$ cat src/rtl/fetch_pkg.sv
`default_nettype none
// ============================================================================
// Module      : fetch_pkg
// Description : Shared types and helpers for the fetch front end. Contains
//               RV32 opcode constants, the 2-bit branch-history counter with
//               saturating update functions, the instruction-queue entry,
//               the fetch FSM state type and the B/J immediate extractors.
// Ports       : none (package)
// Revision    : 1.0 - initial release
// ============================================================================
package fetch_pkg;

  localparam logic [6:0] OPC_BRANCH = 7'b1100011;
  localparam logic [6:0] OPC_JAL    = 7'b1101111;
  localparam logic [6:0] OPC_JALR   = 7'b1100111;
  localparam logic [6:0] OPC_AUIPC  = 7'b0010111;

  // Weakly-not-taken start point for every history counter.
  localparam logic [1:0] BHT_INIT = 2'b01;

  typedef logic [1:0] bht_ctr_t;

  function automatic bht_ctr_t ctr_inc(input bht_ctr_t c);
    return (c == 2'b11) ? c : c + 2'b01;
  endfunction

  function automatic bht_ctr_t ctr_dec(input bht_ctr_t c);
    return (c == 2'b00) ? c : c - 2'b01;
  endfunction

  typedef struct packed {
    logic [31:0] ins;
    logic [31:0] pc;
    logic        taken;
    logic [31:0] alt;
  } iq_entry_t;

  typedef enum logic [1:0] {
    ST_IDLE   = 2'd0,
    ST_WAIT   = 2'd1,
    ST_JSTALL = 2'd2
  } fetch_state_e;

  function automatic logic [31:0] imm_b(input logic [31:0] ins);
    return {{20{ins[31]}}, ins[7], ins[30:25], ins[11:8], 1'b0};
  endfunction

  function automatic logic [31:0] imm_j(input logic [31:0] ins);
    return {{12{ins[31]}}, ins[19:12], ins[20], ins[30:21], 1'b0};
  endfunction

endpackage
`default_nettype wire

$ cat src/rtl/fetch_bht.sv
`default_nettype none
// ============================================================================
// Module      : fetch_bht
// Description : Branch history table of 2-bit saturating counters with one
//               combinational read port and one training port.
// Ports       : clk_i, rst_i (sync, active low), rdy_i (global enable)
//               rd_idx_i / rd_ctr_o      : lookup
//               upd_i, upd_idx_i, upd_taken_i : training from commit
// Revision    : 1.0 - initial release
// ============================================================================
module fetch_bht #(
  parameter int IDX_W = 8
) (
  input  logic             clk_i,
  input  logic             rst_i,
  input  logic             rdy_i,
  input  logic [IDX_W-1:0] rd_idx_i,
  output logic [1:0]       rd_ctr_o,
  input  logic             upd_i,
  input  logic [IDX_W-1:0] upd_idx_i,
  input  logic             upd_taken_i
);
  import fetch_pkg::*;

  localparam int ENTRIES = 2 ** IDX_W;

  bht_ctr_t tbl_q [ENTRIES];

  always_ff @(posedge clk_i) begin
    if (!rst_i) begin
      for (int i = 0; i < ENTRIES; i++) begin
        tbl_q[i] <= BHT_INIT;
      end
    end else if (rdy_i && upd_i) begin
      tbl_q[upd_idx_i] <= upd_taken_i ? ctr_inc(tbl_q[upd_idx_i])
                                      : ctr_dec(tbl_q[upd_idx_i]);
    end
  end

  // Read is from the registered array, so a same-cycle update is not seen.
  assign rd_ctr_o = tbl_q[rd_idx_i];

endmodule
`default_nettype wire

$ cat src/rtl/fetch_unit_bp.sv
`default_nettype none
// ============================================================================
// Module      : fetch_unit_bp
// Description : Instruction fetch front end. Holds the PC, issues one ICache
//               request at a time, predecodes returned words (BHT-predicted
//               branches, JAL, JALR stall, AUIPC) and buffers them in a
//               circular instruction queue towards Issue.
// Ports       : clk_i, rst_i (sync, active low), rdy_i (global enable)
//               ic_*   : ICache request / response
//               is_*   : queue head towards Issue
//               alu_*  : JALR target resolution
//               rob_*  : flush/redirect, branch training, full back-pressure
//               lsb_full_i : back-pressure
// Revision    : 1.0 - initial release
// ============================================================================
module fetch_unit_bp #(
  parameter int          BHT_IDX_W  = 8,
  parameter int          IQ_DEPTH_W = 3,
  parameter logic [31:0] RESET_PC   = 32'h0
) (
  input  logic        clk_i,
  input  logic        rst_i,
  input  logic        rdy_i,
  output logic        ic_req_o,
  output logic [31:0] ic_pc_o,
  input  logic        ic_valid_i,
  input  logic [31:0] ic_ins_i,
  output logic        is_valid_o,
  input  logic        is_ready_i,
  output logic [31:0] is_ins_o,
  output logic [31:0] is_pc_o,
  output logic        is_pred_taken_o,
  output logic [31:0] is_alt_pc_o,
  input  logic        alu_jalr_valid_i,
  input  logic [31:0] alu_jalr_pc_i,
  input  logic        rob_flush_i,
  input  logic [31:0] rob_flush_pc_i,
  input  logic        rob_br_upd_i,
  input  logic [31:0] rob_br_pc_i,
  input  logic        rob_br_taken_i,
  input  logic        rob_full_i,
  input  logic        lsb_full_i
);
  import fetch_pkg::*;

  localparam int                    DEPTH   = 2 ** IQ_DEPTH_W;
  localparam logic [IQ_DEPTH_W+1:0] DEPTH_C = (IQ_DEPTH_W + 2)'(DEPTH);

  fetch_state_e          state_q;
  logic [31:0]           pc_q;
  logic                  drop_q;
  logic                  ic_req_q;
  logic [31:0]           ic_pc_q;
  iq_entry_t             iq_q [DEPTH];
  logic [IQ_DEPTH_W-1:0] head_q;
  logic [IQ_DEPTH_W-1:0] tail_q;
  logic [IQ_DEPTH_W:0]   count_q;

  logic [1:0]  bht_ctr;
  iq_entry_t   entry_d;
  logic [31:0] next_pc_d;
  logic        is_jalr;
  logic        can_req;
  logic        push;
  logic        pop;
  iq_entry_t   head;

  fetch_bht #(
    .IDX_W (BHT_IDX_W)
  ) u_bht (
    .clk_i       (clk_i),
    .rst_i       (rst_i),
    .rdy_i       (rdy_i),
    .rd_idx_i    (pc_q[BHT_IDX_W+1:2]),
    .rd_ctr_o    (bht_ctr),
    .upd_i       (rob_br_upd_i),
    .upd_idx_i   (rob_br_pc_i[BHT_IDX_W+1:2]),
    .upd_taken_i (rob_br_taken_i)
  );

  // Only the index bits of the training PC matter.
  logic unused_br_pc;
  assign unused_br_pc = ^{rob_br_pc_i[31:BHT_IDX_W+2], rob_br_pc_i[1:0]};

  // Predecode of the returning word; pc_q is the address it was fetched from.
  always_comb begin
    next_pc_d     = pc_q + 32'd4;
    is_jalr       = 1'b0;
    entry_d.ins   = ic_ins_i;
    entry_d.pc    = pc_q;
    entry_d.taken = 1'b0;
    entry_d.alt   = pc_q + 32'd4;
    case (ic_ins_i[6:0])
      OPC_BRANCH: begin
        entry_d.taken = bht_ctr[1];
        if (bht_ctr[1]) begin
          next_pc_d = pc_q + imm_b(ic_ins_i);
        end else begin
          entry_d.alt = pc_q + imm_b(ic_ins_i);
        end
      end
      OPC_JAL: begin
        entry_d.taken = 1'b1;
        next_pc_d     = pc_q + imm_j(ic_ins_i);
      end
      OPC_JALR: begin
        // Target unknown until the ALU resolves it; pc is replaced then.
        is_jalr   = 1'b1;
        next_pc_d = pc_q;
      end
      OPC_AUIPC: begin
        entry_d.alt = pc_q;
      end
      default: ;
    endcase
  end

  // Request only if a slot is guaranteed for the word once it returns.
  assign can_req = ({1'b0, count_q} + 1'b1) <= DEPTH_C;
  assign push    = (state_q == ST_WAIT) && ic_valid_i && !drop_q;
  assign pop     = is_valid_o && is_ready_i;

  always_ff @(posedge clk_i) begin
    if (!rst_i) begin
      state_q  <= ST_IDLE;
      pc_q     <= RESET_PC;
      drop_q   <= 1'b0;
      ic_req_q <= 1'b0;
      ic_pc_q  <= RESET_PC;
      head_q   <= '0;
      tail_q   <= '0;
      count_q  <= '0;
    end else if (rdy_i) begin
      if (rob_flush_i) begin
        pc_q    <= rob_flush_pc_i;
        head_q  <= '0;
        tail_q  <= '0;
        count_q <= '0;
        if ((state_q == ST_WAIT) && !ic_valid_i) begin
          // Request still outstanding: keep it up and discard its response.
          drop_q <= 1'b1;
        end else begin
          // Either no request, or its response arrives now and is discarded.
          state_q  <= ST_IDLE;
          drop_q   <= 1'b0;
          ic_req_q <= 1'b0;
        end
      end else begin
        case (state_q)
          ST_IDLE: begin
            if (can_req && !rob_full_i && !lsb_full_i) begin
              ic_req_q <= 1'b1;
              ic_pc_q  <= pc_q;
              state_q  <= ST_WAIT;
            end
          end
          ST_WAIT: begin
            if (ic_valid_i) begin
              ic_req_q <= 1'b0;
              if (drop_q) begin
                drop_q  <= 1'b0;
                state_q <= ST_IDLE;
              end else begin
                pc_q    <= next_pc_d;
                state_q <= is_jalr ? ST_JSTALL : ST_IDLE;
              end
            end
          end
          ST_JSTALL: begin
            if (alu_jalr_valid_i) begin
              pc_q    <= alu_jalr_pc_i;
              state_q <= ST_IDLE;
            end
          end
          default: state_q <= ST_IDLE;
        endcase

        if (push) begin
          iq_q[tail_q] <= entry_d;
          tail_q       <= tail_q + 1'b1;
        end
        if (pop) begin
          head_q <= head_q + 1'b1;
        end
        case ({push, pop})
          2'b10:   count_q <= count_q + 1'b1;
          2'b01:   count_q <= count_q - 1'b1;
          default: ;
        endcase
      end
    end
  end

  assign head            = iq_q[head_q];
  assign is_valid_o      = (count_q != '0);
  assign is_ins_o        = head.ins;
  assign is_pc_o         = head.pc;
  assign is_pred_taken_o = head.taken;
  assign is_alt_pc_o     = head.alt;
  assign ic_req_o        = ic_req_q;
  assign ic_pc_o         = ic_pc_q;

endmodule
`default_nettype wire

$ cat config.mk
export PLATFORM = sky130hd
export DESIGN_NAME = fetch_unit_bp
export DESIGN_NICKNAME = d
export VERILOG_FILES = /design/src/rtl/fetch_pkg.sv /design/src/rtl/fetch_bht.sv /design/src/rtl/fetch_unit_bp.sv
export SDC_FILE = /design/constraint.sdc
export NUM_CORES = 2
export LEC_CHECK = 0
export ABC_AREA = 1
export CAP_MARGIN = 5
export CORE_ASPECT_RATIO = 0.6
export CORE_MARGIN = 5
export CORE_UTILIZATION = 44
export CTS_BUF_LIST = sky130_fd_sc_hd__clkbuf_4 sky130_fd_sc_hd__clkbuf_8
export CTS_CLUSTER_DIAMETER = 120
export DETAILED_ROUTE_END_ITERATION = 10
export HOLD_SLACK_MARGIN = 0.15
export PLACE_DENSITY_LB_ADDON = 0.3
export SYNTH_ARGS = -nofsm -noshare
export SYNTH_HDL_FRONTEND = slang
export SYNTH_SLANG_ARGS = --single-unit
$ cat constraint.sdc
create_clock -name clk_i -period 8.3 [get_ports clk_i]
set_input_delay 0.83 -clock clk_i [delete_from_list [all_inputs] [get_ports clk_i]]
set_output_delay 0.83 -clock clk_i [all_outputs]
set_load 0.1 [all_outputs]
After elaboration in Yosys (flattened, before gate mapping)
Memories as Yosys holds them, arrays and structs flattened. A register that Yosys moved wholly into a read port is not among the register bits.
Cells that the tools add are included.
{"block": "word_totals", "ff_bits": 78, "ramBits": 1288, "in_bits": 139, "output_inout_bits": 131, "elab_cells": 119, "memories": 2}
{"block": "op_classes", "addsub": 10, "magnitude_cmp": 1, "n_eq_ne": 15, "n_mux": 52, "n_bitwise": 1, "n_reduce_logical": 30}
{"name": "iq_q", "depth": 8, "word_bits": 97, "rd": 1, "rd_ports_with_merged_regs": 1, "wr": 1, "line": "fetch_unit_bp.sv:54", "text": "iq_entry_t iq_q [DEPTH];"}
{"name": "u_bht.tbl_q", "depth": 256, "word_bits": 2, "rd": 2, "rd_ports_with_merged_regs": 1, "wr": 256, "line": "fetch_bht.sv:27", "text": "bht_ctr_t tbl_q [ENTRIES];"}
{"operator": "2-to-1 mux 32 bit", "count": 6}
{"operator": "case mux 32 bit (2 select lines)", "count": 2}
{"operator": "case mux 32 bit (3 select lines)", "count": 1}
{"operator": "adder 32 bit", "count": 2}
{"operator": "adder 32 x 3 -> 32 bit (second input constant)", "count": 1}
{"operator": "2-to-1 mux 8 bit", "count": 3}
{"operator": "2-to-1 mux 2 bit", "count": 11}
{"operator": "equality test 7 bit (second input constant)", "count": 3}
{"operator": "2-to-1 mux 1 bit", "count": 18}
{"operator": "2-to-1 mux 3 bit", "count": 6}
{"operator": "!= test 3 bit (second input constant)", "count": 5}
{"operator": "AND reduction 5 bit", "count": 2}
{"operator": "nonzero test 3 bit", "count": 3}
{"operator": "case mux 4 bit (2 select lines)", "count": 1}
{"operator": "nonzero test 2 bit", "count": 4}
{"operator": "equality test 7 x 5 -> 1 bit (second input constant)", "count": 1}
{"operator": "logical AND 1 bit", "count": 7}
{"operator": "adder 3 x 1 -> 3 bit (second input constant)", "count": 2}
{"operator": "equality test 2 bit (second input constant)", "count": 3}
{"operator": "case mux 2 bit (3 select lines)", "count": 1}
{"operator": "AND reduction 2 bit", "count": 3}
{"operator": "AND reduction 6 bit", "count": 1}
{"operator": "adder 4 x 1 -> 5 bit (second input constant)", "count": 1}
{"operator": "less-or-equal comparator 5 x 4 -> 1 bit (second input constant)", "count": 1}
{"operator": "15 further kinds", "count": 21}

Logic depth before layout (Yosys ltp)
{"block": "depth", "word_depth": 9, "depth_mapped": 21, "mapped_depth_nobuf": 20}

Hierarchy
Synthesis repeated with hierarchy kept, for this count alone.
{"block": "hier_totals", "hier_cells": 8071, "area_unflattened_um2": 69800.7}
{"module": "fetch_unit_bp", "n_inst": 1, "cells_each": 3857, "area_per_inst_um2": 38648.3, "seq_area_each_um2": 24683.7}
{"module": "fetch_bht", "n_inst": 1, "cells_each": 4214, "area_per_inst_um2": 31152.4, "seq_area_each_um2": 15374.7}

Worst setup path before layout
OpenSTA, ideal clock, no wires.
{"block": "synth_path", "kind": "input -> register", "from": "in rdy_i", "to": "mem iq_q[4][10] in the netlist's numbering (enable)", "setup_time_ps": 669, "arrival_ps": 8159, "t_required_ps": 7631, "slack_ps": -527, "cell_stages": 7, "path_buffers": 1, "cell_sequence": "clkbuf_1 > inv_1 > nor2_1 > inv_1 > nor2_1 > nand3_1 > nor3_1"}
{"block": "synth_between", "elab_chain_cells": 3}
{"item": "from (decl)", "line": "fetch_unit_bp.sv:23", "text": "input logic rdy_i,"}
{"item": "2-to-1 mux 1 bit", "line": "fetch_unit_bp.sv:133", "text": "end else if (rdy_i) begin"}
{"item": "2-to-1 mux 1 bit", "line": "fetch_unit_bp.sv:124", "text": "if (!rst_i) begin"}
{"item": "2-to-1 mux 1 bit (not written as such)", "line": "fetch_unit_bp.sv:179", "text": "iq_q[tail_q] <= entry_d;"}
{"item": "to (decl)", "line": "fetch_unit_bp.sv:54"}
Every way passes these cells.

==> run metrics <==
Hold Path Class=input port to flip-flop; Min Clock Period, post-route=5.82 ns; die width=roughly 500 microns; Setup Skew=0.0765 ns; Avg WL per Cell=24.7 microns; Worst setup SP type=flip-flop; slowest library cell on the worst path=clkdlybuf4s50_1; GRT Total Usage=between 20 and 30%; ratio of cells with drive above 1 in the final layout=7.07%; Clock Latency Late Sink=roughly 1.0 ns; internal power=about 11 mW; Post-CTS Setup Bufs=0; failing checks=antenna violations; DR vias=55,190; drt first pass iters=8; Chip Height=311 microns; Buf/Inv on CP=3; status=complete, but fails checks; Post-synth EDFFs=roughly 1,300; Peak Freq=0.172 GHz; Critical Path Sink Type=primary output; Netlist cell types=49; post_cts resized=0; Num CTS Buffers=199; Final ANT Viol Nets=1; Final period util=between 70% and 80%; DIE AREA=159,000 sq um; clock sinks=1,369; initial antenna violation count=12; Yosys warnings=0; largest net degree at the start of global routing=about 170; drt total wl=230,000 microns; part of the power in combinational logic=around an eighth; Clock Pin Slew Worst Setup and Hold Paths=0.06 ns; Final Setup Violations=0; Fin Setup TNS=0 ns; first-pass GRT wire length=334,000 microns; number of remaining DRC errors=0; worst setup slack after layout=2.48 ns; Seq/Total Area, Yosys=about three fifths; Worst Tran Pin Value=1.36 ns; CTS tree=yes; worst vdd ir=138 uV; async set-or-reset flop fraction in the synthesized netlist=0%; P_sw=4.32 mW; Pwr Density=202 nW/um^2; Syn Nets=7,226; Initial DRC Count=8,083; total gr overflow=0; R2R setup slack=between 2 and 3 ns; Mapped Area=66,500 sq um; final hold vios=0; Yosys reg bits=approximately 1,400; number of port buffers=about 250; register share of total power=51.4%; crit path max fanout=126; Final HPWL DP=140,000 microns; post-place setup slack=2.74 ns; CP Class=flip-flop to primary output; H-tree depth=4; CORE AREA=150,000 sq um; Max Cap Viol=0; Placer Congestion=1.01; CP Data Arrival Time=about 5 ns; Max Buffers Root-to-Sink=3; Max Slew Vio Count=0; area delta synth->final=12.0%; largest stage delay on the critical path=1.26 ns; # IOs=270; LEAKAGE=25.1 nW; Clk Tree Root Cell=clkbuf_8; crit-path cells=inv_6, buf_12, o21ai_0, o22ai_1, nor2_1, a31oi_1, clkdlybuf4s50_1; top_reg_cell synth=edfxtp_1; worst rel slew slack=9.52%; RSZ-0062 raised after global routing=false; Inst Count DP=8,938; switch share=28.8%; vias in the first global route=50,443; drt via density=5.92; Final Non-Filler Cells=9,318; Fillers=about 14,000; Mapped Avg Cell Area=9.45 sq um; Mapped Cells=7,036; Clk pwr share=36.1%; Starting Density=44.3%; critical path required time=7.47 ns; Rows=110; Final #Nets=between 7,000 and 8,000; CTS Hold Bufs=0; Top Family by Delay on Critical Path=buffers and inverters
-- layout make-up --
type | count | area [sq um] | area share [%]
Multi-Input combinational cell | 4700 | 22300 | 30.0
Clock inverter | 93 | 572 | 0.768
Sequential cell | 1369 | 40200 | 54.0
Timing Repair Buffer | 386 | 3740 | 5.02
Inverter | 467 | 1780 | 2.39
Antenna cell | 17 | 42.5 | 0.0571
Tap cell | 2016 | 2520 | 3.39
Clock buffer | 270 | 3270 | 4.39
-- path summary, 6_finish.rpt --
kind | startpoint | to | cells after the start
worst max-delay path | flip-flop | is_pc_o[6] | 7
worst min-delay path | rst_i | ic_pc_o[0]$_SDFFE_PN0P_ | 3
worst max register to register | flip-flop | iq_q[2][16]$_DFFE_PP_ | 16
worst min register to register | head_q[0]$_SDFFE_PN0P_ | flip-flop | 1
-- power by group through the flow --
stage                     sequential (mW)  combinational (mW)  clock (mW)
after floorplan                      7.91                1.06           0
after global placement               7.86                1.79           0
after detailed placement             7.86                1.80           0
after CTS                            7.71                1.81        5.48
after global routing                 7.72                1.96        5.81
final                                7.72                1.87        5.43
-- synthesized netlist by cell type (10+ instances only) --
library cell	number	area, sq um
a21oi_1	154	771
a22oi_1	136	1020
a31oi_1	174	1090
buf_1	31	116
buf_2	136	681
buf_4	14	105
buf_6	30	338
clkbuf_1	289	1080
dfxtp_1	89	1780
edfxtp_1	1280	38400
ha_1	48	601
inv_1	456	1710
nand2_1	970	3640
nand3_1	907	4540
nand4_1	36	225
nor2_1	1427	5360
nor3_1	34	170
nor4_1	27	169
o211ai_1	20	150
o21ai_0	497	2490
o21bai_1	10	75.1
o221ai_1	12	105
o22ai_1	113	707
o31ai_1	13	97.6
or2_2	16	100
xnor2_1	12	105
xor2_1	39	342
-- per-stage QoR --
stage	instance area [sq um]	utilization [%]	total power [mW]	hold slack (ns)
final	74500	49.7	15.0	0.241
after global routing	74500	49.6	15.5	0.231
after CTS	74500	49.6	15.0	0.204
after detailed placement	70600	47.1	9.66	0.462
after global placement	70600	47.1	9.64	0.454
after floorplan	66500	-	8.98	0.441
-- metal layers --
metal / GRT usage, % / wire length [microns]
met5: 0 / 40
met4: 7.98 / 6300
met3: 8.85 / 31100
met2: 37.7 / 92300
met1: 42.2 / 100000
-- placed cells by master (no fill, tap or decap), types with 20 or more instances in the layout --
cell type	count
clkinv_2	32
nand3_1	903
clkbuf_4	71
o211ai_1	20
a22oi_1	136
ha_1	48
nor4_1	25
a21oi_1	154
nor2_1	1426
buf_4	125
dfxtp_1	84
inv_1	452
edfxtp_1	1280
nand2_1	968
o21ai_0	495
xor2_1	39
clkdlybuf4s50_1	241
o22ai_1	113
clkinv_1	53
clkbuf_8	200
nor3_1	25
nand4_1	36
a31oi_1	174
-- worst register-to-register path: cells and delay by family (launching register included) --
family          cells  cell delay, ns
buf+inv             6            2.20
compound gates      1            0.53
flops               1            0.58
simple gates        9            1.84
-- flip-flops by register name (all words and copies together), names as in the netlist, named ones only --
register / cells
drop_q: 1
head_q: 3
iq_q: 768
u_bht.tbl_q: 512
count_q: 4
ic_pc_o: 32
ic_req_o: 1
state_q: 2
tail_q: 3
pc_q: 32
-- cell families (layout without fill, tap and decap cells) --
family / after synthesis / in the layout / share of synthesized area [%]
AND/OR/NAND/NOR: 3433 / 3433 / 21.5
flip-flops: 1369 / 1369 / 60.5
AO/OA/AOI/OAI: 1165 / 1165 / 10.2
buffers and inverters: 967 / 1216 / 6.13
adder cells (fa/ha/maj): 51 / 51 / 0.993
XOR/XNOR: 51 / 51 / 0.672
other: 0 / 17 / 0
(Power assumes the default switching activity.)
